`src/rtl/led_stream_receiver_pkg.sv`:
```
// Shared APA102 stream definitions used by both the LED driver and the receiver.
package CCHW;

   localparam int         APA_START_BITS = 32;
   localparam int         APA_FRAME_BITS = 32;
   localparam logic [2:0] APA_HEADER     = 3'b111;

   typedef enum logic [1:0] {
      HUNT,
      LED,
      END
   } RxState_t;

   typedef enum logic [1:0] {
      ERR_NONE      = 2'd0,
      ERR_HEADER    = 2'd1,
      ERR_SHORT_END = 2'd2,
      ERR_TIMEOUT   = 2'd3
   } RxErr_t;

   // One LED frame as it appears on the wire, MSB first.
   typedef struct packed {
      logic [2:0] header;
      logic [4:0] bright;
      logic [7:0] b;
      logic [7:0] g;
      logic [7:0] r;
   } LedFrame_t;

   // Wire order is B,G,R; consumers want {R,G,B}.
   function automatic logic [23:0] frame_rgb(input LedFrame_t f);
      return {f.r, f.g, f.b};
   endfunction

endpackage

```
`src/rtl/led_stream_receiver_edge_sampler.sv`:
```
// Registers the two-wire stream into the system clock domain and flags
// each rising edge of the serial clock as a bit event.
module edge_sampler (
   input  logic clk_i,
   input  logic rst_i,
   input  logic dIn_i,
   input  logic clkIn_i,
   output logic bitEvent_o,
   output logic bitVal_o
);

   logic dIn_q;
   logic clkIn_q;
   logic clkIn2_q;

   // Single register on data, two on the serial clock for edge detection.
   always_ff @(posedge clk_i) begin
      if (rst_i) begin
         dIn_q    <= 1'b0;
         clkIn_q  <= 1'b0;
         clkIn2_q <= 1'b0;
      end else begin
         dIn_q    <= dIn_i;
         clkIn_q  <= clkIn_i;
         clkIn2_q <= clkIn_q;
      end
   end

   // dIn_q was captured alongside the high clkIn sample, so it is the bit.
   assign bitEvent_o = clkIn_q & ~clkIn2_q;
   assign bitVal_o   = dIn_q;

endmodule

```
`src/rtl/led_stream_receiver.sv`:
```
// Decodes an APA102-style dOut/clkOut stream back into per-LED colour words.
// Acts as a cycle-accurate strip model: start frame of zeros, LEDS frames,
// then an end frame of ones; errors and timeouts return to hunting.
module led_stream_receiver
   import CCHW::*;
#(
   parameter int LEDS         = 50,
   parameter int END_BITS     = 25,
   parameter int IDLE_TIMEOUT = 4096
) (
   input  logic                     clk,
   input  logic                     rst,
   input  logic                     dIn,
   input  logic                     clkIn,
   output logic                     ledValid,
   output logic [$clog2(LEDS)-1:0]  ledIndex,
   output logic [23:0]              ledRGB,
   output logic [4:0]               ledBright,
   output logic                     frameDone,
   output logic                     frameError,
   output logic [1:0]               errCode
);

   localparam int IW = $clog2(LEDS);
   localparam int CW = $clog2(LEDS + 1);
   localparam int OW = $clog2(END_BITS + 1);
   localparam int TW = $clog2(IDLE_TIMEOUT);
   localparam int ZW = $clog2(APA_START_BITS + 1);
   localparam int BW = $clog2(APA_FRAME_BITS);

   logic bitEvent;
   logic bitVal;

   edge_sampler u_sampler (
      .clk_i      (clk),
      .rst_i      (rst),
      .dIn_i      (dIn),
      .clkIn_i    (clkIn),
      .bitEvent_o (bitEvent),
      .bitVal_o   (bitVal)
   );

   RxState_t                  state_q,   state_d;
   logic [ZW-1:0]             zeroCnt_q, zeroCnt_d;
   logic [BW-1:0]             bitCnt_q,  bitCnt_d;
   // Only 31 bits are held: the 32nd bit joins them on the completing event.
   logic [APA_FRAME_BITS-2:0] sr_q,      sr_d;
   logic [CW-1:0]             ledCnt_q,  ledCnt_d;
   logic [OW-1:0]             oneCnt_q,  oneCnt_d;
   logic [TW-1:0]             idleCnt_q, idleCnt_d;

   logic                      ledValid_q,   ledValid_d;
   logic [IW-1:0]             ledIndex_q,   ledIndex_d;
   logic [23:0]               ledRGB_q,     ledRGB_d;
   logic [4:0]                ledBright_q,  ledBright_d;
   logic                      frameDone_q,  frameDone_d;
   logic                      frameError_q, frameError_d;
   logic [1:0]                errCode_q,    errCode_d;

   LedFrame_t frame;
   logic      idleHit;

   assign frame   = LedFrame_t'({sr_q, bitVal});
   assign idleHit = (idleCnt_q == TW'(IDLE_TIMEOUT - 1));

   // Next-state and output decode; a bit event always takes priority over timeout.
   always_comb begin
      state_d      = state_q;
      zeroCnt_d    = zeroCnt_q;
      bitCnt_d     = bitCnt_q;
      sr_d         = sr_q;
      ledCnt_d     = ledCnt_q;
      oneCnt_d     = oneCnt_q;
      ledValid_d   = 1'b0;
      ledIndex_d   = ledIndex_q;
      ledRGB_d     = ledRGB_q;
      ledBright_d  = ledBright_q;
      frameDone_d  = 1'b0;
      frameError_d = 1'b0;
      errCode_d    = errCode_q;

      if (bitEvent)      idleCnt_d = '0;
      else if (!idleHit) idleCnt_d = idleCnt_q + TW'(1);
      else               idleCnt_d = idleCnt_q;

      case (state_q)
         HUNT: begin
            if (bitEvent) begin
               if (!bitVal) begin
                  if (zeroCnt_q != ZW'(APA_START_BITS)) zeroCnt_d = zeroCnt_q + ZW'(1);
               end else if (zeroCnt_q == ZW'(APA_START_BITS)) begin
                  // This '1' is the top header bit of LED 0.
                  state_d  = LED;
                  sr_d     = (APA_FRAME_BITS - 1)'(1);
                  bitCnt_d = BW'(1);
                  ledCnt_d = '0;
               end else begin
                  zeroCnt_d = '0;
               end
            end
         end

         LED: begin
            if (bitEvent) begin
               sr_d = {sr_q[APA_FRAME_BITS-3:0], bitVal};
               if (bitCnt_q == BW'(APA_FRAME_BITS - 1)) begin
                  bitCnt_d = '0;
                  if (frame.header != APA_HEADER) begin
                     frameError_d = 1'b1;
                     errCode_d    = ERR_HEADER;
                     state_d      = HUNT;
                     zeroCnt_d    = '0;
                  end else begin
                     ledValid_d  = 1'b1;
                     ledIndex_d  = ledCnt_q[IW-1:0];
                     ledRGB_d    = frame_rgb(frame);
                     ledBright_d = frame.bright;
                     ledCnt_d    = ledCnt_q + CW'(1);
                     if (ledCnt_q == CW'(LEDS - 1)) begin
                        state_d  = END;
                        oneCnt_d = '0;
                     end
                  end
               end else begin
                  bitCnt_d = bitCnt_q + BW'(1);
               end
            end else if (idleHit) begin
               frameError_d = 1'b1;
               errCode_d    = ERR_TIMEOUT;
               state_d      = HUNT;
               zeroCnt_d    = '0;
            end
         end

         END: begin
            if (bitEvent) begin
               if (bitVal) begin
                  if (oneCnt_q == OW'(END_BITS - 1)) begin
                     frameDone_d = 1'b1;
                     state_d     = HUNT;
                     zeroCnt_d   = '0;
                  end else begin
                     oneCnt_d = oneCnt_q + OW'(1);
                  end
               end else begin
                  // The offending '0' already counts toward the next start frame.
                  frameError_d = 1'b1;
                  errCode_d    = ERR_SHORT_END;
                  state_d      = HUNT;
                  zeroCnt_d    = ZW'(1);
               end
            end else if (idleHit) begin
               frameError_d = 1'b1;
               errCode_d    = ERR_TIMEOUT;
               state_d      = HUNT;
               zeroCnt_d    = '0;
            end
         end

         default: state_d = HUNT;
      endcase
   end

   // State, counters and registered outputs; reset drops any partial frame.
   always_ff @(posedge clk) begin
      if (rst) begin
         state_q      <= HUNT;
         zeroCnt_q    <= '0;
         bitCnt_q     <= '0;
         sr_q         <= '0;
         ledCnt_q     <= '0;
         oneCnt_q     <= '0;
         idleCnt_q    <= '0;
         ledValid_q   <= 1'b0;
         ledIndex_q   <= '0;
         ledRGB_q     <= '0;
         ledBright_q  <= '0;
         frameDone_q  <= 1'b0;
         frameError_q <= 1'b0;
         errCode_q    <= '0;
      end else begin
         state_q      <= state_d;
         zeroCnt_q    <= zeroCnt_d;
         bitCnt_q     <= bitCnt_d;
         sr_q         <= sr_d;
         ledCnt_q     <= ledCnt_d;
         oneCnt_q     <= oneCnt_d;
         idleCnt_q    <= idleCnt_d;
         ledValid_q   <= ledValid_d;
         ledIndex_q   <= ledIndex_d;
         ledRGB_q     <= ledRGB_d;
         ledBright_q  <= ledBright_d;
         frameDone_q  <= frameDone_d;
         frameError_q <= frameError_d;
         errCode_q    <= errCode_d;
      end
   end

   assign ledValid   = ledValid_q;
   assign ledIndex   = ledIndex_q;
   assign ledRGB     = ledRGB_q;
   assign ledBright  = ledBright_q;
   assign frameDone  = frameDone_q;
   assign frameError = frameError_q;
   assign errCode    = errCode_q;

endmodule

```
`config.mk`:
```
export PLATFORM = sky130hd
export DESIGN_NAME = led_stream_receiver
export DESIGN_NICKNAME = d
export VERILOG_FILES = /design/src/rtl/led_stream_receiver_pkg.sv /design/src/rtl/led_stream_receiver_edge_sampler.sv /design/src/rtl/led_stream_receiver.sv
export SDC_FILE = /design/constraint.sdc
export NUM_CORES = 1
export LEC_CHECK = 0
export CORE_UTILIZATION = 37
export DETAILED_ROUTE_END_ITERATION = 8
export DONT_BUFFER_PORTS = 1
export HOLD_SLACK_MARGIN = 0.08
export SLEW_MARGIN = 20
export SYNTH_ARGS = -nofsm -noshare
export SYNTH_HDL_FRONTEND = slang
export SYNTH_HIERARCHICAL = 1
export SYNTH_SLANG_ARGS = --single-unit
```
`constraint.sdc`:
```
create_clock -name clk -period 7.5 [get_ports clk]
set_clock_uncertainty 0.2 [all_clocks]
set_input_delay 2.25 -clock clk [delete_from_list [all_inputs] [get_ports clk]]
set_output_delay 2.25 -clock clk [all_outputs]
set_load 0.05 [all_outputs]
```
==> flow_summary_export.csv <==
group,metric,value,unit
yosys,ys_seq_area_share,48.2,%
floorplan,ioPinCount,44,
timing,final.setup.tns,0,ns
floorplan,dieWidth,113,µm
place,place_congestion,0.761,
power_and_ir_drop,power_frac_clock,46.5,%
cells_and_area,num-nets-final,568,
yosys,synth-seq-cells,110,
clock_tree,clock_latency,0.35,ns
timing,setup_viol,0,
worst_setup_path,cp.required,7.57,ns
clock_tree,cts_tree,"done",
global_routing,grt_pass1_vias,3496,
power_and_ir_drop,power_density,227,nW/µm²
clock_tree,cts_resized,0,
floorplan,num_rows,40,
timing,hold_violations,0,
timing,timing.fmax,0.287,GHz
yosys,avgSynthCellArea,8.06,µm²
power_and_ir_drop,intPower,0.892,mW
power_and_ir_drop,ir_worst_vdd,0.000104,V
clock_tree,clockBufferDepth,2,
worst_hold_path,hold_class,"register to register",
detailed_routing,avgRoutedWirePerCell,13.4,µm
cells_and_area,drive_gt1_share,5.04,%
worst_setup_path,crit_path_start,"rst",
yosys,synthesis.nets,583,
timing,fin_crit_sh,46.4,%
floorplan,dieArea,12800,µm²
cells_and_area,diodes,0,
cells_and_area,seq_area,2200,µm²
clock_tree,root_buffer,"clkbuf_16",
clock_tree,post_cts_buffers,0,
detailed_routing,drt-total-wl,9450,µm
timing,whs,0.266,ns
timing,finalCriticalPeriod,3.48,ns
yosys,ys_types,51,
timing,slew_headroom,49.2,%
power_and_ir_drop,net-switching-power,0.240,mW
timing,drv_slew,0,
power_and_ir_drop,p_total,1.13,mW
clock_tree,clock_sink_count,110,
yosys,ys.warnings.count,6,
clock_tree,numCtsBuffers,9,
yosys,ys_top_cells_by_count,"151 x nand2_1, 110 x dfxtp_1, 86 x a21oi_1",
yosys,synth_top_area_cell,"dfxtp_1",
worst_hold_path,hp-start,"u_sampler/clkIn_q",
worst_setup_path,start_kind,"primary input",
timing,tightest_slew,0.756,ns
global_routing,antenna_found_initial,0,
worst_setup_path,critPathArrivalTime,3.55,ns
worst_setup_path,r2r-start,"bitCnt_q[0]",
clock_tree,path_clk_slew,0.07,ns
worst_setup_path,crit_path_end_kind,"register",
yosys,yosysTopAreaCellShare,48.2,%
detailed_routing,drtAntennaViolNets,0,
floorplan,coreArea,12000,µm²
power_and_ir_drop,p_leak,1.64,nW
yosys,synth_top_flop_cell,"dfxtp_1",
global_routing,grt_pass1_wl,16400,µm
detailed_routing,drcViolationCount,0,
worst_setup_path,cp_max_fo,63,
yosys,netlist_area,4560,µm²
detailed_routing,vias_per_cell,5.25,
detailed_routing,num_vias,3693,
floorplan,die_h,113,µm
clock_tree,ctsHoldBuffers,0,
cells_and_area,area.growth.synth_to_final,9.16,%
yosys,synthArstFlopShare,0,%
power_and_ir_drop,power_frac_comb,1.5,%
yosys,synth_edf_count,0,
worst_setup_path,worst-setup-path-type,"primary input to register",
run,max_cap_viol_count,0,
power_and_ir_drop,p_sw_share,21.2,%
power_and_ir_drop,p_seq_share,52.0,%
place,dpl_worst_slack,3.69,ns
global_routing,grt_max_degree,64,
place,place_hpwl,6240,µm
timing,rsz0062_at_grt,"no",
detailed_routing,drtPass1Iterations,5,
yosys,synth_top_cells_by_area,"dfxtp_1 48%, nand2_1 12%, a21oi_1 9.4%, ha_1 3.6%, o21ai_0 2.2%",
global_routing,grt_usage,15.8,%
cells_and_area,multi_input_area,2170,µm²
run_status,outcome,"complete, no violations",
global_routing,grt.overflow.total,0,
place,port-buffer-count,0,
floorplan,start_util,38.0,%
yosys,synth.most_common_cell,"nand2_1",
timing,worst_slack,4.02,ns
detailed_routing,drt_iter0_drc,188,
cells_and_area,fill_cells,1213,
yosys,syn_inst,566,
clock_tree,h-tree-depth,3,
## layout make-up
class | count | share of cell area, %
Clock buffer | 9 | 4.52
Clock inverter | 7 | 2.29
Inverter | 16 | 1.21
Multi-Input combinational cell | 410 | 43.5
Sequential cell | 110 | 44.2
Tap cell | 147 | 3.69
Timing Repair Buffer | 4 | 0.603
## worst max-delay path, cell delays in order
cell,delay (ns)
or3_1,0.35
nor4_1,0.65
o21ai_0,0.18
o21ai_0,0.11
## state kept, by name, indices dropped and copies added (netlist names)
register / count
sr_q: 31
ledRGB: 24
idleCnt_q: 12
ledCnt_q: 6
ledIndex: 6
zeroCnt_q: 6
bitCnt_q: 5
ledBright: 5
oneCnt_q: 5
errCode: 2
state_q: 2
frameDone: 1
frameError: 1
ledValid: 1
u_sampler/bitVal_o: 1
u_sampler/clkIn2_q: 1
u_sampler/clkIn_q: 1
## power groups by stage
stage	Clock [mW]	Combinational [mW]	Sequential (mW)
2_1_floorplan	0	0.0192	0.601
3_3_place_gp	0	0.0164	0.602
3_5_place_dp	0	0.0173	0.602
4_1_cts	0.540	0.0173	0.588
5_1_grt	0.562	0.0195	0.589
6_report	0.526	0.0170	0.588
## final timing paths
path / endpoint / slack (ns) / cells after the start
worst min-delay path: u_sampler/clkIn2_q / 0.27 / 1
worst max-delay path: zeroCnt_q[2] / 4.02 / 4
worst min register to register: u_sampler/clkIn2_q / 0.27 / 1
worst max register to register: oneCnt_q[4] / 4.61 / 8
## layout by cell type, fill, tap and decap left out, drive strengths merged, types with 5 or more instances in the layout
cell      n
nor2b     8
nand4b    6
inv      18
and2      5
nand3    15
o21ai    21
a31oi     5
a21oi    86
ha       13
or3       6
nor3      7
nand2   151
xor2      6
clkbuf    9
nor2     26
nand4     6
dfxtp   110
## cells by family after synthesis
| group | count (synthesis) | share of synthesized area (%) |
|---|---|---|
| simple gates | 252 | 25.2 |
| compound gates | 134 | 16.3 |
| flops | 110 | 48.2 |
| buf+inv | 46 | 4.50 |
| fa+ha+maj | 13 | 3.56 |
| xor+xnor | 10 | 1.92 |
| mux | 1 | 0.219 |
## through the flow
| step | instance area (µm²) | cells | util (%) |
|---|---|---|---|
| finish | 4980 | 703 | 41.5 |
| global route | 4980 | 703 | 41.5 |
| CTS | 4980 | 703 | 41.5 |
| detailed placement | 4640 | 687 | 38.7 |
| global placement | 4640 | 687 | 38.6 |
| floorplan | 4560 | 566 | - |
## per-layer routing
layer  up-vias  part of all wire (%)  track usage [%]
li1       1896                     -                -
met1      1729                    47             20.5
met2        60                    47             25.1
met3         8                   5.0             4.28
met4         0                   1.1             5.70
met5         -                     0                0
Note: power is estimated with default switching activity, not from simulation.
